<file path="config.mk">
export PLATFORM = sky130hd
export DESIGN_NAME = mac_block_accum
export DESIGN_NICKNAME = d
export VERILOG_FILES = /design/src/rtl/mac_block_accum.sv
export SDC_FILE = /design/constraint.sdc
export NUM_CORES = 1
export LEC_CHECK = 0
export ABC_CLOCK_PERIOD_IN_PS = 2700
export CAP_MARGIN = 20
export CELL_PAD_IN_SITES_DETAIL_PLACEMENT = 2
export CELL_PAD_IN_SITES_GLOBAL_PLACEMENT = 2
export CORE_ASPECT_RATIO = 1.25
export CORE_MARGIN = 2
export CORE_UTILIZATION = 30
export CTS_BUF_LIST = sky130_fd_sc_hd__clkbuf_4 sky130_fd_sc_hd__clkbuf_8 sky130_fd_sc_hd__clkbuf_16
export DETAILED_ROUTE_END_ITERATION = 12
export PLACE_DENSITY = 0.76
export SYNTH_ARGS = -nofsm -noshare
export SYNTH_HDL_FRONTEND = slang
export SYNTH_SLANG_ARGS = --single-unit
export TNS_END_PERCENT = 1
</file>
<file path="constraint.sdc">
create_clock -name clk -period 2.7 [get_ports clk]
set_clock_uncertainty 0.15 [all_clocks]
set_input_delay 0.27 -clock clk [delete_from_list [all_inputs] [get_ports clk]]
set_output_delay 0.27 -clock clk [all_outputs]
set_load 0.005 [all_outputs]
</file>
<file path="src/rtl/mac_block_accum.sv">
// Block accumulator behind the multiply-add pipeline: sums N consecutive MAC results
// and reports the block peak, handing each completed block downstream over valid/ready.
module mac_block_accum #(
    parameter int unsigned PAR = 3,
    parameter int unsigned N   = 4,
    localparam int unsigned DW = 2 * PAR + 2,
    localparam int unsigned SW = DW + $clog2(N)
) (
    input  logic          clk,
    input  logic          rst,
    input  logic [DW-1:0] din,
    input  logic          din_valid,
    output logic          din_ready,
    input  logic          clear,
    output logic [SW-1:0] sum,
    output logic [DW-1:0] peak,
    output logic          sum_valid,
    input  logic          sum_ready
);

    localparam int unsigned CW = $clog2(N);
    localparam logic [CW-1:0] LastIdx = CW'(N - 1);

    typedef enum logic {
        StAcc,
        StHold
    } state_e;

    state_e        state_q, state_d;
    logic [SW-1:0] acc_q, acc_d;
    logic [CW-1:0] cnt_q, cnt_d;
    logic [DW-1:0] max_q, max_d;
    logic [SW-1:0] sum_q, sum_d;
    logic [DW-1:0] peak_q, peak_d;
    logic          sum_valid_q, sum_valid_d;

    logic [SW-1:0] acc_next;
    logic [DW-1:0] max_next;
    logic          accept;

    // SW carries enough headroom that N full-scale samples never wrap.
    assign acc_next  = acc_q + SW'(din);
    assign max_next  = (din > max_q) ? din : max_q;
    assign din_ready = (state_q == StAcc) && !clear;
    assign accept    = din_valid && din_ready;

    always_comb begin
        state_d     = state_q;
        acc_d       = acc_q;
        cnt_d       = cnt_q;
        max_d       = max_q;
        sum_d       = sum_q;
        peak_d      = peak_q;
        sum_valid_d = sum_valid_q;

        unique case (state_q)
            StAcc: begin
                if (clear) begin
                    acc_d = '0;
                    cnt_d = '0;
                    max_d = '0;
                end else if (accept) begin
                    if (cnt_q == LastIdx) begin
                        sum_d       = acc_next;
                        peak_d      = max_next;
                        sum_valid_d = 1'b1;
                        acc_d       = '0;
                        cnt_d       = '0;
                        max_d       = '0;
                        state_d     = StHold;
                    end else begin
                        acc_d = acc_next;
                        cnt_d = cnt_q + 1'b1;
                        max_d = max_next;
                    end
                end
            end
            StHold: begin
                // clear is deliberately ignored here; the held block is still delivered.
                if (sum_valid_q && sum_ready) begin
                    sum_valid_d = 1'b0;
                    state_d     = StAcc;
                end
            end
            default: state_d = StAcc;
        endcase
    end

    always_ff @(posedge clk) begin
        if (rst) begin
            state_q     <= StAcc;
            acc_q       <= '0;
            cnt_q       <= '0;
            max_q       <= '0;
            sum_q       <= '0;
            peak_q      <= '0;
            sum_valid_q <= 1'b0;
        end else begin
            state_q     <= state_d;
            acc_q       <= acc_d;
            cnt_q       <= cnt_d;
            max_q       <= max_d;
            sum_q       <= sum_d;
            peak_q      <= peak_d;
            sum_valid_q <= sum_valid_d;
        end
    end

    assign sum       = sum_q;
    assign peak      = peak_q;
    assign sum_valid = sum_valid_q;

endmodule
</file>
* Word-level counts from Yosys, hierarchy flattened
Index checks and enable logic that the tools add are counted.
** Word-level totals
- Bits in registers :: 40
- Bits of input ports :: 13
- Output and inout bits :: 20
- Logic and storage cells :: 45
** Cells by class
- Add/subtract/negate cells :: 2
- Magnitude comparators :: 1
- Eq/ne operators :: 5
- Muxes and demuxes :: 20
- Bitwise gates (word level) :: 2
- Reductions and logical operators :: 8
** Operators by type and width (number)
- $mux W8 :: 4
- $mux W10 :: 3
- $add A10 B8 Y10 :: 1
- $gt A8 B8 Y1 :: 1
- $mux W1 :: 8
- $reduce_and A4 Y1 :: 2
- $mux W2 :: 3
- $ne A2 B1 Y1 const B :: 2
- $ne A2 B2 Y1 const B :: 2
- $pmux W1 S2 :: 2
- $logic_and A1 B1 Y1 :: 3
- $add A2 B1 Y2 const B :: 1
- $eq A2 B2 Y1 const B :: 1
- $not A1 Y1 :: 2
- $reduce_and A2 Y1 :: 1
- $reduce_bool A2 Y1 :: 1
- $logic_not A1 Y1 :: 1

* Depth between registers and ports, before layout
- Word-level depth :: 6
- Gate-level depth with buffers :: 8
- Mapped depth without buffers :: 8

* Worst setup path before layout
OpenSTA, ideal clock, no wires.
- Kind :: flip-flop to flip-flop
- Start point :: reg acc_q[0]
- End point :: reg sum_q[8] (netlist: sum[8])
- Library setup time :: 0.095 ns
- Data arrival time :: 1.721 ns
- Data required time :: 2.455 ns
- Path slack :: 0.734 ns
- Stages on the path, launching flop included :: 9
- Buffers on the path :: 0
- Clock period less this slack :: 1.966 ns
- Cells stage by stage :: dfxtp_1 > ha_1 > inv_1 > fa_1 > nor2b_1 > o31a_1 > o211a_1 > or2_0 > o311ai_1
** On the way
- Longest elaborated chain between the ends :: 1
** RTL lines
- start, declared :: line 30 : logic [SW-1:0] acc_q, acc_d;
- start signal, assigned :: line 92 : acc_q <= '0;
- start signal, assigned :: line 100 : acc_q <= acc_d;
- $add A10 B8 Y10 :: line 42 : assign acc_next = acc_q + SW'(din);
- end signal, assigned :: line 103 : sum_q <= sum_d;
- end, declared :: line 33 : logic [SW-1:0] sum_q, sum_d;
No other way between the ends.
A chain may end at the register's enable or synchronous reset.

* Final worst setup path
- Start point :: in din[1]
- End point :: reg sum_q[9] (netlist: sum[9])
** On the way
- Longest elaborated chain between the ends :: 1
** RTL lines
- start, declared :: line 11 : input logic [DW-1:0] din,
- $add A10 B8 Y10 :: line 42
No other way between the ends.

==> out/metrics.cfg <==
[synth]
yosysSeqAreaShare=0.3556
synth_area_leader_cell=dfxtp_1
yosysTopAreaCellShare=0.3556
synth_top_cells_by_area=dfxtp_1 (36%), ha_1 (9.4%), nor2_1 (4.3%)
synth_cell_types=45
synth.avg_cell_area_um2=8.902
async_flop_share=0
ys_warn_count=0
netlist_area_mm2=0.002252
synth_edf_count=0
synth_fp_nets=284
synthCells=253
ys.flop_type=dfxtp_1
synth_seq_cells=40

[global_routing]
groute.usage.overall=0.1812
use_met1=0.2247
grt_max_degree=28
grt_pass1_wl_mm=11.59
grt_pass1_vias=2292
grt_overflow=0
grt_util_met2=0.3241
grt.busiest_layer=met2
grt_use_met3=0.02688
antenna_found_initial=0

[place]
port_buffers=32
dpl-instance-area_mm2=0.002798
placedCellCount=385
dp_hpwl_mm=5.099
place_congestion=0.7912

[setup_path]
critical-path-max-stage-delay_ns=0.46
critPathKind=in -> reg
cpMostUsedCell=buf_4
cp.arrival_ns=2.43
path_cells=clkdlybuf4s50_1 -> buf_4 -> ha_1 -> a211oi_1 -> buf_4 -> o21ai_0 -> a22oi_1 -> or4_1 -> nand3_1
critPathBufInv=3
critPathMaxFanout=4
cp_slowest_cell=clkdlybuf4s50_1
cp.required_ns=2.74
cpLargestDelayFamily=buffers and inverters
r2r_slack_ns=0.50
end_kind=flop
critPathLaunchType=input pin

[floorplan]
die-area_mm2=0.008220
die_x_um=81.50
die_y_um=100.9
core_mm2=0.007313
ioPinCount=33
row_count=35
initial_core_util=0.3080

[routing]
wl_per_cell_um=17.38
drcViolationCount=0
drt-initial-drc-count=20
vias=2106
avgViaCountPerCell=5.359
postRouteWirelength_mm=6.831
dr.pass1.iters=4
ant_nets=0

[cts]
clk_pin_slew_worst_paths_ns=0.08
ctsHtreeMaxLevel=2
post_cts_resized=0
clkLatencyLatePin_ns=0.30
cts.sinks=40
cts-hold-fix-buffers=0
root_buffer=clkbuf_8
cts_tree=done
cts_buffer_depth=2
cts_setup_buffers=0
cts-buffers-inserted=5

[timing]
fmax_ghz=0.4174
tightest_slew_ns=0.4290
setup_tns_ns=0
fin_crit_ns=2.396
finalSetupViolCount=0
relSlewSlack=0.7066
period_share=0.8873
hold_violations=0
drv_slew=0
rsz0062_at_grt=false
holdWs_ns=0.3146

[hold_path]
hp-class=reg -> reg

[power]
vdd_drop_max_uv=156.8
switching_share=0.2807
powerDensity_mw_per_mm2=434.1
power_switching_mw=0.3528
internal_power_mw=0.9041
p_comb_frac=0.168
pwr-share-seq=0.484
cellLeakagePower_nw=1.183
power_mw=1.257
p_clk_frac=0.347

[layout]
stdcell_area_mm2=0.002895
drive_above_1_share=0.1395
antennaDiodeCount=0
syn_to_final_growth_pct=28.56
final_common_cell=dfxtp_1
fin_nets=331
instances_no_fill=393
final_cell_mix=dfxtp_1 (40), clkdlybuf4s50_1 (32), nor2_1 (26), buf_4 (20), nand2_1 (18)

[run]
cap_viol_max_count=0

[run_status]
outcome=finished, final reports clean

## registers in the layout (all words and copies together) (netlist names)
register / cells
peak: 8
acc_q: 10
cnt_q: 2
state_q: 1
sum: 10
max_q: 8
sum_valid: 1
## path summary, 6_finish.rpt
path,startpoint,end,cells past startpoint
worst max-delay path,din[1],sum[9]$_SDFFE_PP0P_,9
worst min-delay path,acc_q[5]$_SDFFE_PP0P_,acc_q[5]$_SDFFE_PP0P_,2
worst max register to register,acc_q[0]$_SDFFE_PP0P_,sum[8]$_SDFFE_PP0P_,8
worst min register to register,acc_q[5]$_SDFFE_PP0P_,acc_q[5]$_SDFFE_PP0P_,2
## per-stage QoR
| stage | setup slack, ns | utilization |
|---|---|---|
| 3_3_place_gp | 0.1206 | 0.3825 |
| 2_1_floorplan | 0.7339 | - |
| 4_1_cts | 0.3056 | 0.3959 |
| 6_report | 0.3043 | 0.3959 |
| 3_5_place_dp | 0.02992 | 0.3825 |
| 5_1_grt | 0.1863 | 0.3959 |
## worst reg2reg max path: stages (launching register included)
cell and delay [ns]:
dfxtp_1 0.33, ha_1 0.22, inv_1 0.08, fa_1 0.19
nor2b_1 0.07, o31a_1 0.27, o211a_1 0.27, or2_0 0.24
o311ai_1 0.28
## cell type report
| type | count | area [um^2] |
|---|---|---|
| clock buffer | 6 | 82.58 |
| clock inverter | 2 | 15.01 |
| fill | 802 | 4418 |
| inverter | 13 | 48.80 |
| multi-input combinational | 187 | 1343 |
| sequential | 40 | 800.8 |
| tap | 92 | 115.1 |
| timing repair buffer | 53 | 490.5 |
## cell usage after synthesis, types with 3 or more instances
cell type and count:
a211oi_1 12, o21bai_1 9, ha_1 17, a21o_1 7, clkbuf_1 9, nor2_1 26
nand2b_1 3, nor2b_1 3, a2111oi_0 8, nand2_1 18, nand4b_1 3, o21ai_0 8
inv_1 13, buf_2 3, dfxtp_1 40, nand3_1 3, a32o_2 8, nand3b_1 6
nand4_1 3, a21oi_1 15, a22oi_1 5, o211ai_1 6
## routing by layer
metal  part of all wire  wire (um)
met4              0.010         71
met5                  0          0
met3              0.024        164
met1               0.44       2998
met2               0.53       3597
## logic make-up after synthesis
family | after synthesis | synth area share
XOR/XNOR | 4 | 0.01556
adder cells (fa/ha/maj) | 18 | 0.1033
AO/OA/AOI/OAI | 87 | 0.2945
AND/OR/NAND/NOR | 78 | 0.1828
buffers and inverters | 26 | 0.04833
flip-flops | 40 | 0.3556
## power groups by stage
stage | Sequential [mW] | Clock (mW) | Combinational, mW
2_1_floorplan | 0.620 | 0 | 0.119
3_3_place_gp | 0.622 | 0 | 0.203
3_5_place_dp | 0.623 | 0 | 0.210
4_1_cts | 0.609 | 0.459 | 0.214
5_1_grt | 0.610 | 0.480 | 0.235
6_report | 0.609 | 0.437 | 0.211
(Power assumes the default switching activity.)
